<file path="src/rtl/example_01_sequencer.sv">
// Sequencer that walks the example_01 five-state FSM through S0..S4 and back,
// checking its Q feedback after every drive step. It repeats the walk NUM_RUNS
// times per start, then pulses done, or pulses err with a cause code.
module example_01_sequencer #(
    parameter int unsigned NUM_RUNS       = 1,
    parameter int unsigned TIMEOUT_CYCLES = 16
) (
    input  logic       clk,
    input  logic       rst,
    input  logic       start,
    input  logic       abort,
    input  logic [2:0] q_fb,
    output logic       a_o,
    output logic       b_o,
    output logic       c_o,
    output logic [3:0] d_o,
    output logic       busy,
    output logic       done,
    output logic       err,
    output logic [1:0] err_code,
    output logic [7:0] run_cnt
);

    localparam int unsigned TW = $clog2(TIMEOUT_CYCLES);
    localparam logic [TW-1:0] TLAST = TW'(TIMEOUT_CYCLES - 1);

    localparam logic [1:0] EC_NONE    = 2'd0;
    localparam logic [1:0] EC_NOT_S0  = 2'd1;
    localparam logic [1:0] EC_TIMEOUT = 2'd2;
    localparam logic [1:0] EC_ABORT   = 2'd3;

    typedef enum logic [2:0] {
        ST_IDLE,
        ST_DRV_A,
        ST_DRV_D1,
        ST_DRV_ABC,
        ST_DRV_DF,
        ST_WAIT_S0,
        ST_DONE,
        ST_ERR
    } state_t;

    state_t        state;
    state_t        nxt;
    logic [TW-1:0] timer;
    logic [7:0]    runs_left;
    logic          in_step;
    logic          hit;

    // Q value that ends the current step
    function automatic logic [2:0] exp_q(input state_t s);
        case (s)
            ST_DRV_A:   exp_q = 3'b001;
            ST_DRV_D1:  exp_q = 3'b010;
            ST_DRV_ABC: exp_q = 3'b011;
            ST_DRV_DF:  exp_q = 3'b100;
            default:    exp_q = 3'b000;
        endcase
    endfunction

    // Next-state selection: abort beats the expected Q, which beats the timeout
    always_comb begin
        nxt     = state;
        in_step = (state inside {ST_DRV_A, ST_DRV_D1, ST_DRV_ABC, ST_DRV_DF, ST_WAIT_S0});
        hit     = (q_fb == exp_q(state));
        case (state)
            ST_IDLE: begin
                if (start && !abort) begin
                    nxt = (q_fb == 3'b000) ? ST_DRV_A : ST_ERR;
                end
            end
            ST_DRV_A, ST_DRV_D1, ST_DRV_ABC, ST_DRV_DF, ST_WAIT_S0: begin
                if (abort) begin
                    nxt = ST_ERR;
                end else if (hit) begin
                    case (state)
                        ST_DRV_A:   nxt = ST_DRV_D1;
                        ST_DRV_D1:  nxt = ST_DRV_ABC;
                        ST_DRV_ABC: nxt = ST_DRV_DF;
                        ST_DRV_DF:  nxt = ST_WAIT_S0;
                        default:    nxt = (runs_left == 8'd1) ? ST_DONE : ST_DRV_A;
                    endcase
                end else if (timer == TLAST) begin
                    nxt = ST_ERR;
                end
            end
            default: nxt = ST_IDLE;
        endcase
    end

    // State, counters, error code and Moore outputs decoded from the next state
    always_ff @(posedge clk or posedge rst) begin
        if (rst) begin
            state     <= ST_IDLE;
            timer     <= '0;
            runs_left <= '0;
            run_cnt   <= '0;
            err_code  <= EC_NONE;
            a_o       <= 1'b0;
            b_o       <= 1'b0;
            c_o       <= 1'b0;
            d_o       <= 4'b0000;
            busy      <= 1'b0;
            done      <= 1'b0;
            err       <= 1'b0;
        end else begin
            state <= nxt;

            if (nxt != state || !in_step) begin
                timer <= '0;
            end else begin
                timer <= timer + TW'(1);
            end

            if (state == ST_IDLE && start && !abort) begin
                runs_left <= 8'(NUM_RUNS);
                err_code  <= (q_fb == 3'b000) ? EC_NONE : EC_NOT_S0;
            end else if (in_step && nxt == ST_ERR) begin
                err_code <= abort ? EC_ABORT : EC_TIMEOUT;
            end

            if (state == ST_WAIT_S0 && hit && !abort) begin
                run_cnt   <= run_cnt + 8'd1;
                runs_left <= runs_left - 8'd1;
            end

            a_o  <= (nxt inside {ST_DRV_A, ST_DRV_ABC});
            b_o  <= (nxt == ST_DRV_ABC);
            c_o  <= (nxt == ST_DRV_ABC);
            d_o  <= (nxt == ST_DRV_D1) ? 4'b0001 :
                    (nxt == ST_DRV_DF) ? 4'b1111 : 4'b0000;
            busy <= (nxt inside {ST_DRV_A, ST_DRV_D1, ST_DRV_ABC, ST_DRV_DF, ST_WAIT_S0});
            done <= (nxt == ST_DONE);
            err  <= (nxt == ST_ERR);
        end
    end

endmodule

</file>
<file path="config.mk">
export PLATFORM = sky130hd
export DESIGN_NAME = example_01_sequencer
export DESIGN_NICKNAME = d
export VERILOG_FILES = /design/src/rtl/example_01_sequencer.sv
export SDC_FILE = /design/constraint.sdc
export NUM_CORES = 1
export LEC_CHECK = 0
export CAP_MARGIN = 20
export CORE_MARGIN = 5
export CORE_UTILIZATION = 48
export DETAILED_ROUTE_END_ITERATION = 6
export PLACE_DENSITY = 0.84
export SLEW_MARGIN = 20
export SYNTH_ARGS = -nofsm -noshare
export SYNTH_HDL_FRONTEND = slang
export SYNTH_SLANG_ARGS = --single-unit
</file>
<file path="constraint.sdc">
create_clock -name clk -period 2.05 [get_ports clk]
set_input_delay 0.5125 -clock clk [delete_from_list [all_inputs] [get_ports clk]]
set_output_delay 0.5125 -clock clk [all_outputs]
set_load 0.01 [all_outputs]
</file>
==> flow_summary.yaml <==
drt:
  drt-total-wl_um: 6590
  drtIter0Drc: 233
  num_vias: 1884
  postRouteAntennaNets: 0
  wire_per_inst_um: 21.0
  first_pass_iters: 4
  route.detailed.drc: 0
  vias_per_cell: 6.02
hold_path:
  hold_path_class: "flip-flop to flip-flop"
  worstHoldStart: "run_cnt[5]$_DFFE_PP0P_"
synth:
  syn_area_per_cell_um2: 9.47
  yosys.area.top_type: "dfrtp_1"
  yosysUniqueCellTypes: 45
  synth_area_um2: 1730
  syn-num-nets: 194
  synth-seq-area-share: 0.462
  synthTopCellsByCount: "32 x dfrtp_1, 19 x nand2_1, 18 x nor2_1, 9 x inv_1, 9 x o21ai_0"
  syn_inst: 183
  yosysMostFrequentCell: "dfrtp_1"
  ys_top_cells_by_area: "dfrtp_1 46%, nand2_1 4.1%, xnor2_1 4.0%"
  ys_ff_latch: 32
  ys.flop_type: "dfrtp_1"
  yosys_warnings: 0
  yosysTopAreaCellShare: 0.462
  synth_edf_count: 0
  synthArstFlopShare: 1.00
cells_and_area:
  antenna_cells: 0
  syn2layout_area_growth_pct: 63.3
  finalNetCount: 277
  drive_gt1_frac: 0.438
worst_setup_path:
  required_ps: 2300
  crit_path_start_kind: "flip-flop"
  crit_fanout: 5
  crit_start: "state[0]$_DFF_PP0_"
  crit_path_end_kind: "flip-flop"
  r2r-start: "state[0]$_DFF_PP0_"
  worstSetupPathType: "flip-flop to flip-flop"
  cp.arrival_ps: 2570
place:
  io_buffers: 26
  routabilityCongestion: 0.849
  place_ws_ps: -709
  dp_hpwl_um: 3360
timing:
  finalClockSkew_ps: 10.9
  rsz0062_at_grt: "true"
  worst_slack_ps: -268
  finalSetupViolations: 26
  fmax_mhz: 431
  finalMaxSlewViolations: 0
  holdWs_ps: 531
  slew_headroom: 0.669
  finalHoldViolCount: 0
  worstMarginPinSlew_ps: 493
  final.period_utilization: 1.13
  finalCriticalPeriod_ps: 2320
run_status:
  status: "finished with violations"
  violations: "setup timing"
cts:
  clk_path_buf_depth: 2
  clock-root-buffer: "clkbuf_4"
  cts_made_buffers: 5
  worstSkewPairLatency_ps: 350
  cts_tree: "done"
  htree_levels: 2
  clkTransAtPathRegs_ps: 110
  cts.sinks: 32
die:
  dieArea_um2: 4910
  ios: 27
  die_y_um: 70.1
  num_rows: 21
  core-area_um2: 3420
  initial_core_util: 0.507
  die_w_um: 70.1
power_and_ir_drop:
  p_leak_nw: 1.28
  powerDensity_nw_per_um2: 1660
  irDropWorstVdd_v: 0.00131
run:
  cap_violations: 0
global_route:
  grt.total_usage: 0.235
  grt_pass1_vias: 1909
  antenna_found_initial: 0
  grt_pass1_wl_um: 9090
  overflow: 0
  grt_max_degree: 33
-- critical path, cell delays in order (launching register included) --
cell,delay [ps]
dfrtp_2,480
or3b_4,440
a21oi_4,210
o21ai_4,90
o21a_1,210
buf_4,140
o21a_1,140
or2_4,300
o31ai_4,200
-- cells in the final DEF, fill, tap and decap left out, types with 5 or more instances in the layout --
cell	Yosys	final
nand3_1	6	5
nor2_2	0	5
o21ai_0	9	6
dfrtp_1	32	30
inv_1	9	6
buf_4	3	47
nor2_1	18	12
clkbuf_4	0	5
clkdlybuf4s50_1	0	23
nor3_1	7	5
xnor2_1	8	8
nand2_1	19	17
buf_6	1	12
-- sequential cells by signal (all words and copies together), names as in the netlist --
name       flops
state          3
done           1
d_o            2
a_o            1
err_code       2
c_o            1
busy           1
run_cnt        8
timer          4
runs_left      8
err            1
-- power breakdown --
group,switching (mW),internal (mW),total (mW)
combinational,1.60,1.71,3.31
clock,0.243,0.163,0.406
sequential,0.176,0.806,0.983
total,2.02,2.68,4.70
-- area by class of cell --
| type | instances | area (um2) |
|---|---|---|
| tap | 46 | 57.6 |
| fill | 150 | 586 |
| multi-input combinational | 133 | 1130 |
| inverter | 9 | 33.8 |
| timing repair buffer | 85 | 744 |
| clock inverter | 2 | 10.0 |
| sequential | 32 | 803 |
| clock buffer | 6 | 51.3 |
-- logic make-up after synthesis --
group           synth area share
xor+xnor                  0.0657
compound gates             0.165
fa+ha+maj                 0.0289
simple gates               0.209
flops                      0.462
buf+inv                   0.0513
mux                       0.0181
-- repair_timing --
| item | in CTS | in global routing |
|---|---|---|
| hold buffers | 0 | 0 |
| endpoints found under the setup margin | 32 | 29 |
| pin swaps | 18 | 24 |
| buffers inserted | 14 | 6 |
| resized for setup | 29 | 34 |
-- metrics by stage --
step / std cells / instance area, um2 / util / setup TNS (ps) / power, mW
finish: 313 / 2830 / 0.829 / -3600 / 4.70
global route: 313 / 2830 / 0.829 / -5540 / 4.91
CTS: 307 / 2650 / 0.775 / -957 / 4.01
detailed placement: 285 / 2370 / 0.694 / -18410 / 3.06
global placement: 285 / 2370 / 0.694 / -17260 / 2.98
floorplan: 183 / 1830 / - / -360 / 2.17
-- per-layer routing --
metal | global-route usage | up-vias | wire length [um]
met5 | 0 | - | 0
met4 | 0.100 | 0 | 299
met3 | 0.0560 | 38 | 338
met2 | 0.410 | 89 | 3410
met1 | 0.272 | 947 | 2540
li1 | - | 810 | -
-- final timing paths --
kind / endpoint / slack, ps / cells after the start
worst max-delay path: d_o[0]$_DFF_PP0_ / -270 / 8
worst min-delay path: run_cnt[5]$_DFFE_PP0P_ / 530 / 1
worst max register to register: d_o[0]$_DFF_PP0_ / -270 / 8
worst min register to register: run_cnt[5]$_DFFE_PP0P_ / 530 / 1
max in group asynchronous: state[1]$_DFF_PP0_ / 1150 / 3
min in group asynchronous: state[2]$_DFF_PP0_ / 580 / 3
(Power assumes the default switching activity.)
